$ cat src/rtl/bcd_display_scan.sv
// Captures six BCD digits plus overflow and scans them onto a 6-digit common-anode
// 7-segment display with a blanking gap. Optional: LEADING_ZERO_BLANK_EN.
module bcd_display_scan #(
    parameter int SCAN_DIV     = 1000,
    parameter int BLANK_CYCLES = 16,
    parameter int DP_POS       = 6
) (
    input  logic       clock,
    input  logic       clear,
    input  logic       latch,
    input  logic       ovf,
    input  logic [3:0] led_0,
    input  logic [3:0] led_1,
    input  logic [3:0] led_2,
    input  logic [3:0] led_3,
    input  logic [3:0] led_4,
    input  logic [3:0] led_5,
    output logic [7:0] seg_n,
    output logic [5:0] dig_n,
    output logic       data_valid
);

    typedef enum logic {SHOW, BLANK} phase_t;

    localparam logic [15:0] SHOW_LAST  = 16'(SCAN_DIV - 1);
    localparam logic [15:0] BLANK_LAST = 16'(BLANK_CYCLES - 1);
    localparam logic [2:0]  DP_IDX     = 3'(DP_POS);

    phase_t          phase;
    logic [2:0]      idx;
    logic [15:0]     cnt;
    logic [5:0][3:0] hold_digits;
    logic            hold_ovf;

    logic [3:0]      digit_val;
    logic [7:0]      show_seg;
    logic [2:0]      next_idx;

    function automatic logic [7:0] decode(input logic [3:0] d);
        case (d)
            4'd0:    decode = 8'hC0;
            4'd1:    decode = 8'hF9;
            4'd2:    decode = 8'hA4;
            4'd3:    decode = 8'hB0;
            4'd4:    decode = 8'h99;
            4'd5:    decode = 8'h92;
            4'd6:    decode = 8'h82;
            4'd7:    decode = 8'hF8;
            4'd8:    decode = 8'h80;
            4'd9:    decode = 8'h90;
            default: decode = 8'hBF;
        endcase
    endfunction

    // NOTE: the hold register is reset explicitly so the display reads 0 until the first capture.
    always_ff @(posedge clock or posedge clear) begin
        if (clear) begin
            hold_digits <= '0;
            hold_ovf    <= 1'b0;
            data_valid  <= 1'b0;
        end else if (latch) begin
            // NOTE: non-blocking assignments keep every register updating from pre-edge values.
            hold_digits <= {led_5, led_4, led_3, led_2, led_1, led_0};
            hold_ovf    <= ovf;
            data_valid  <= 1'b1;
        end
    end

`ifdef LEADING_ZERO_BLANK_EN
    // lead_zero[i] is set when digits i..5 are all zero; upper bits pad the 3-bit index.
    logic [7:0] lead_zero;

    always_comb begin
        lead_zero    = '0;
        lead_zero[5] = (hold_digits[5] == 4'd0);
        for (int i = 4; i >= 0; i--)
            lead_zero[i] = lead_zero[i+1] && (hold_digits[i] == 4'd0);
    end
`endif

    // NOTE: every signal gets a default first so no path leaves it unassigned (no latches).
    always_comb begin
        digit_val = 4'd0;
        case (idx)
            3'd0:    digit_val = hold_digits[0];
            3'd1:    digit_val = hold_digits[1];
            3'd2:    digit_val = hold_digits[2];
            3'd3:    digit_val = hold_digits[3];
            3'd4:    digit_val = hold_digits[4];
            3'd5:    digit_val = hold_digits[5];
            default: digit_val = 4'd0;
        endcase

        show_seg = hold_ovf ? 8'hBF : decode(digit_val);
`ifdef LEADING_ZERO_BLANK_EN
        if (!hold_ovf && idx != 3'd0 && lead_zero[idx])
            show_seg = 8'hFF;
`endif
        if (idx == DP_IDX)
            show_seg[7] = 1'b0;

        next_idx = (idx == 3'd5) ? 3'd0 : idx + 3'd1;
    end

    // Scan FSM with the display pins registered one clock behind the state.
    always_ff @(posedge clock or posedge clear) begin
        if (clear) begin
            phase <= SHOW;
            idx   <= 3'd0;
            cnt   <= 16'd0;
            seg_n <= 8'hFF;
            dig_n <= 6'h3F;
        end else begin
            if (phase == SHOW) begin
                dig_n <= ~(6'b1 << idx);
                seg_n <= show_seg;
            end else begin
                dig_n <= 6'h3F;
                seg_n <= 8'hFF;
            end

            case (phase)
                SHOW: begin
                    if (cnt == SHOW_LAST) begin
                        cnt <= 16'd0;
                        if (BLANK_CYCLES > 0)
                            phase <= BLANK;
                        else
                            idx <= next_idx;
                    end else begin
                        cnt <= cnt + 16'd1;
                    end
                end
                BLANK: begin
                    if (cnt == BLANK_LAST) begin
                        cnt   <= 16'd0;
                        phase <= SHOW;
                        idx   <= next_idx;
                    end else begin
                        cnt <= cnt + 16'd1;
                    end
                end
                default: phase <= SHOW;
            endcase
        end
    end

endmodule

$ cat config.mk
export PLATFORM = sky130hd
export DESIGN_NAME = bcd_display_scan
export DESIGN_NICKNAME = d
export VERILOG_FILES = /design/src/rtl/bcd_display_scan.sv
export SDC_FILE = /design/constraint.sdc
export NUM_CORES = 1
export LEC_CHECK = 0
export ABC_AREA = 1
export CAP_MARGIN = 0
export CORE_MARGIN = 3
export CORE_UTILIZATION = 65
export CTS_CLUSTER_SIZE = 8
export DETAILED_ROUTE_END_ITERATION = 8
export DONT_BUFFER_PORTS = 1
export PLACE_DENSITY = 0.81
export SKIP_LAST_GASP = 1
export SLEW_MARGIN = 20
export SYNTH_ARGS = -nofsm -noshare
export SYNTH_HDL_FRONTEND = slang
export SYNTH_SLANG_ARGS = --single-unit
$ cat constraint.sdc
create_clock -name clock -period 4 [get_ports clock]
set_input_delay 0.6 -clock clock [delete_from_list [all_inputs] [get_ports clock]]
set_output_delay 0.6 -clock clock [all_outputs]
set_load 0.05 [all_outputs]
==> results by stage <==
Outcome:
- The flow ran to the end, and the final reports show no timing, DRC or antenna violations.

Routing:
- The overall routed net length is around 6 mm.
- The pre-antenna-repair detailed-routing pass consisted of 4 iterations.
- In this run, the number of DRC markers left after iteration 0 of detailed routing was 232.
- For this block, the via count after detailed routing is between 2000 and 2500.
- The number of vias per cell after detailed routing is 5.57.
- The mean routed wirelength per cell is ~14 um.
- The DRC violation count after routing is 0.
- The detail route stage leaves a number of antenna-violating nets equal to 0.

Critical path:
- The signal on the critical path passes through clkinv_4 -> ha_1 -> nand2_1 -> nand4_2 -> nor2_4 -> inv_1 -> ha_1 -> inv_1 -> nand2_2 -> nand3_1 -> nand3_1.
- The worst-case register-to-register setup slack is 1.81 ns.
- The number of cells on the worst reg-to-reg path is 11.
- The slowest cell on the critical path is sky130_fd_sc_hd__dfrtp_1.
- For the worst setup path, the data arrival time is roughly 2.4 ns.
- The maximum fanout along the worst path is 10.
- STA classifies the critical path startpoint as a register.
- STA puts the critical path data required time at around 4.3 ns.
- The largest single stage delay on the critical path is 0.57 ns.
- The beginning of the worst register-to-register path is idx[2]$_DFFE_PP0P_.
- The nature of the critical path endpoint is a register.
- The worst register-to-register path ends at seg_n[3]$_DFF_PP1_.
- The critical path is of the register to register type.

Timing:
- The relative max-transition margin is 61.3%.
- On the final layout, the worst hold slack is about 0.20 ns.
- The part of the cycle the worst path needs is 54.7%.
- The number of hold violations in the final report came to 0.
- The final clock skew is ~0.0064 ns.
- The total setup violations reported at the end of the flow is 0.
- The max-slew violation total from the final report was 0.
- After layout, the minimum clock period comes to 2.19 ns.
- Once routing completed, OpenROAD measured the worst setup slack at around 1.8 ns.
- At the pin with the least slew margin, the transition time is roughly 0.58 ns.
- Setup repair after global routing left no endpoint under its margin.
- For the final routed database, the setup TNS stands at 0 ns.
- The maximum operating frequency is roughly 460 MHz.

Yosys:
- The number of warning messages in the yosys log is 0.
- In this run, synthesis produced a sequential element count of 60.
- In the post-synthesis netlist, the biggest area contributors are sky130_fd_sc_hd__dfrtp_1 (38%), sky130_fd_sc_hd__nand2_1 (14%), sky130_fd_sc_hd__dfstp_2 (12%).
- Sequential cells were found to cover about half of the synthesized design area.
- By instance count, the leading cell after synthesis is sky130_fd_sc_hd__nand2_1.
- The post-synthesis cell type with the largest combined area is sky130_fd_sc_hd__dfrtp_1.
- The synthesized design contains 0 enable-type register cells.
- After technology mapping, the gate count stands at between 300 and 400.
- Yosys mapped the design onto 31 distinct sky130hd cell types.
- The proportion of register bits with asynchronous set or reset after synthesis is 100%.
- The average instance in the mapped netlist occupies 8.53 um^2.
- Summed over its instances, the top area cell type makes up approximately two fifths of the synthesized netlist area.
- By count the netlist is led by sky130_fd_sc_hd__nand2_1 (110), sky130_fd_sc_hd__dfrtp_1 (46), sky130_fd_sc_hd__inv_1 (34).
- The total standard cell area after synthesis is between 3000 and 4000 um^2.
- In the synthesized netlist the dominant register cell turns out to be sky130_fd_sc_hd__dfrtp_1.
- When the netlist entered floorplanning its net count stood at 389.

Pwr:
- The overall power after layout is about 1.3 mW.
- Summed over all cells, the static leakage comes to 1.64 nW.
- Dividing total power by cell area gives a power density of roughly 400 nW/um^2.
- Across the VDD grid, the largest voltage drop is between 0.2 and 0.3 mV.

GRT:
- The total congestion overflow is 0.
- The global-route wire length before repair is roughly 10 mm.
- Entering global routing, the biggest net connects 33 pins.
- The initial antenna violation count is 0.
- The via count of the first global-routing pass is ~2200.
- The total global-route track usage is approximately a quarter.

Floorplan:
- The area of the placeable core is between 4000 and 5000 um^2.
- The area enclosed by the die boundary is about 5500 um^2.
- The y dimension of the die is between 70 and 80 um.
- The number of rows in the core area is 24.
- The width of the die is 74.2 um.
- The initial core utilization is 68.4%.
- 43 I/O pins were placed.

Final layout:
- The post-route netlist has roughly 17% of its cells at a drive strength greater than 1.
- The area growth from synthesis to final layout is 7.50%.
- The count of nets after finishing is between 300 and 400.
- Measured on the finished design, the core utilization comes to between 70% and 80%.
- The count of inserted antenna diode cells is 0.
- After routing the design area is 3250 um^2.
- The count of cells in the finished layout, fillers not included, comes to 415.

Placed design:
- The wire-length estimate of the detail-placed layout is roughly 4.5 mm.
- During placement, the flow inserted port buffers numbering 0.
- Summing all placed instances gives a cell area of 3040 um^2.
- The congestion estimate from routability-driven global placement came to approximately 0.97.
- In this run, placement finished with an instance count of 399.
- OpenSTA, run right after detailed placement, puts the worst setup slack at 1.87 ns.

Clock network:
- The root buffer selected by CTS is sky130_fd_sc_hd__clkbuf_8.
- The buffer count from post-CTS setup fixing is 0.
- The number of buffers on the longest clock path is 2.
- The clock net in this run drives a total of 60 sinks.
- For the worst-skew pair, the clock arrives at the later sink with an insertion delay of ~0.34 ns.
- The hold buffer count at cts is 0.
- The TritonCTS clock tree is built.
- The H-tree depth is 3.
- Clock tree synthesis inserted a total of 9 buffers.
- Clock-pin slew was measured on the worst setup and hold paths at ~0.07 ns.
- In this run, post-CTS repair resized a total of 0 instances.

Hold path:
- The type of the most critical hold path is input pin to async pin.

Run:
- The max-cap check violation count is 0.
## cell type report
| class | instances | area (um^2) |
|---|---|---|
| Inverter | 39 | 151 |
| Clock inverter | 4 | 47.5 |
| Clock buffer | 12 | 155 |
| Sequential cell | 60 | 1520 |
| Tap cell | 52 | 65.1 |
| Multi-Input combinational cell | 247 | 1300 |
| Timing Repair Buffer | 1 | 7.51 |
| Fill cell | 339 | 1170 |
## worst max-delay path, delay by kind of cell, from the launching register on
kind	cells	cell delay, ns
flops	1	0.57
simple gates	6	0.62
buf+inv	3	0.32
fa+ha+maj	2	0.59
## registers in the layout (all words and copies together) (netlist names)
| register | cells |
|---|---|
| data_valid | 1 |
| hold_digits | 24 |
| idx | 3 |
| cnt | 16 |
| hold_ovf | 1 |
| phase | 1 |
| dig_n | 6 |
| seg_n | 8 |
## cell usage in the layout, fill, tap and decap left out, drive strengths merged, types with 2 or more instances in the layout
| cell | count |
|---|---|
| nand3b | 2 |
| o21ai | 14 |
| nand3 | 28 |
| ha | 7 |
| dfrtp | 46 |
| nand4 | 16 |
| xor2 | 13 |
| clkbuf | 12 |
| dfstp | 14 |
| nor3 | 6 |
| nor2 | 35 |
| clkinv | 4 |
| inv | 37 |
| a21oi | 3 |
| nand2 | 120 |
## report_power, final
group | leakage (nW) | switching, mW | internal [mW] | total [mW]
Clock | 0.102 | 0.227 | 0.319 | 0.547
Combinational | 0.817 | 0.0584 | 0.0296 | 0.0881
Sequential | 0.725 | 0.0548 | 0.649 | 0.703
## per-layer routing
layer	GRT usage [%]	vias up	part of all wire [%]
met5	0	-	0
met4	16.7	0	3.8
met3	4.86	19	4.8
met2	38.5	80	49
met1	31.5	1080	42
li1	-	1132	-
## logic make-up after synthesis
logic type	count (synthesis)	synth area share, %
buf+inv	47	6.63
compound gates	18	3.19
xor+xnor	13	3.77
fa+ha+maj	7	2.90
flops	60	50.3
simple gates	209	33.2
## worst max-delay path by stage
| stage | from | slack, ns | cells after the start | to |
|---|---|---|---|---|
| detailed placement | idx[2]$_DFFE_PP0P_ | 1.87 | 11 | seg_n[3]$_DFF_PP1_ |
| finish | idx[2]$_DFFE_PP0P_ | 1.81 | 11 | seg_n[3]$_DFF_PP1_ |
| floorplan | clear | 1.94 | 1 | cnt[0]$_DFF_PP0_ |
| global placement | idx[2]$_DFFE_PP0P_ | 1.95 | 11 | seg_n[3]$_DFF_PP1_ |
| global route | idx[0]$_DFFE_PP0P_ | 1.66 | 13 | seg_n[3]$_DFF_PP1_ |
| CTS | idx[2]$_DFFE_PP0P_ | 1.83 | 11 | seg_n[3]$_DFF_PP1_ |
Note: power is estimated with default switching activity, not from simulation.
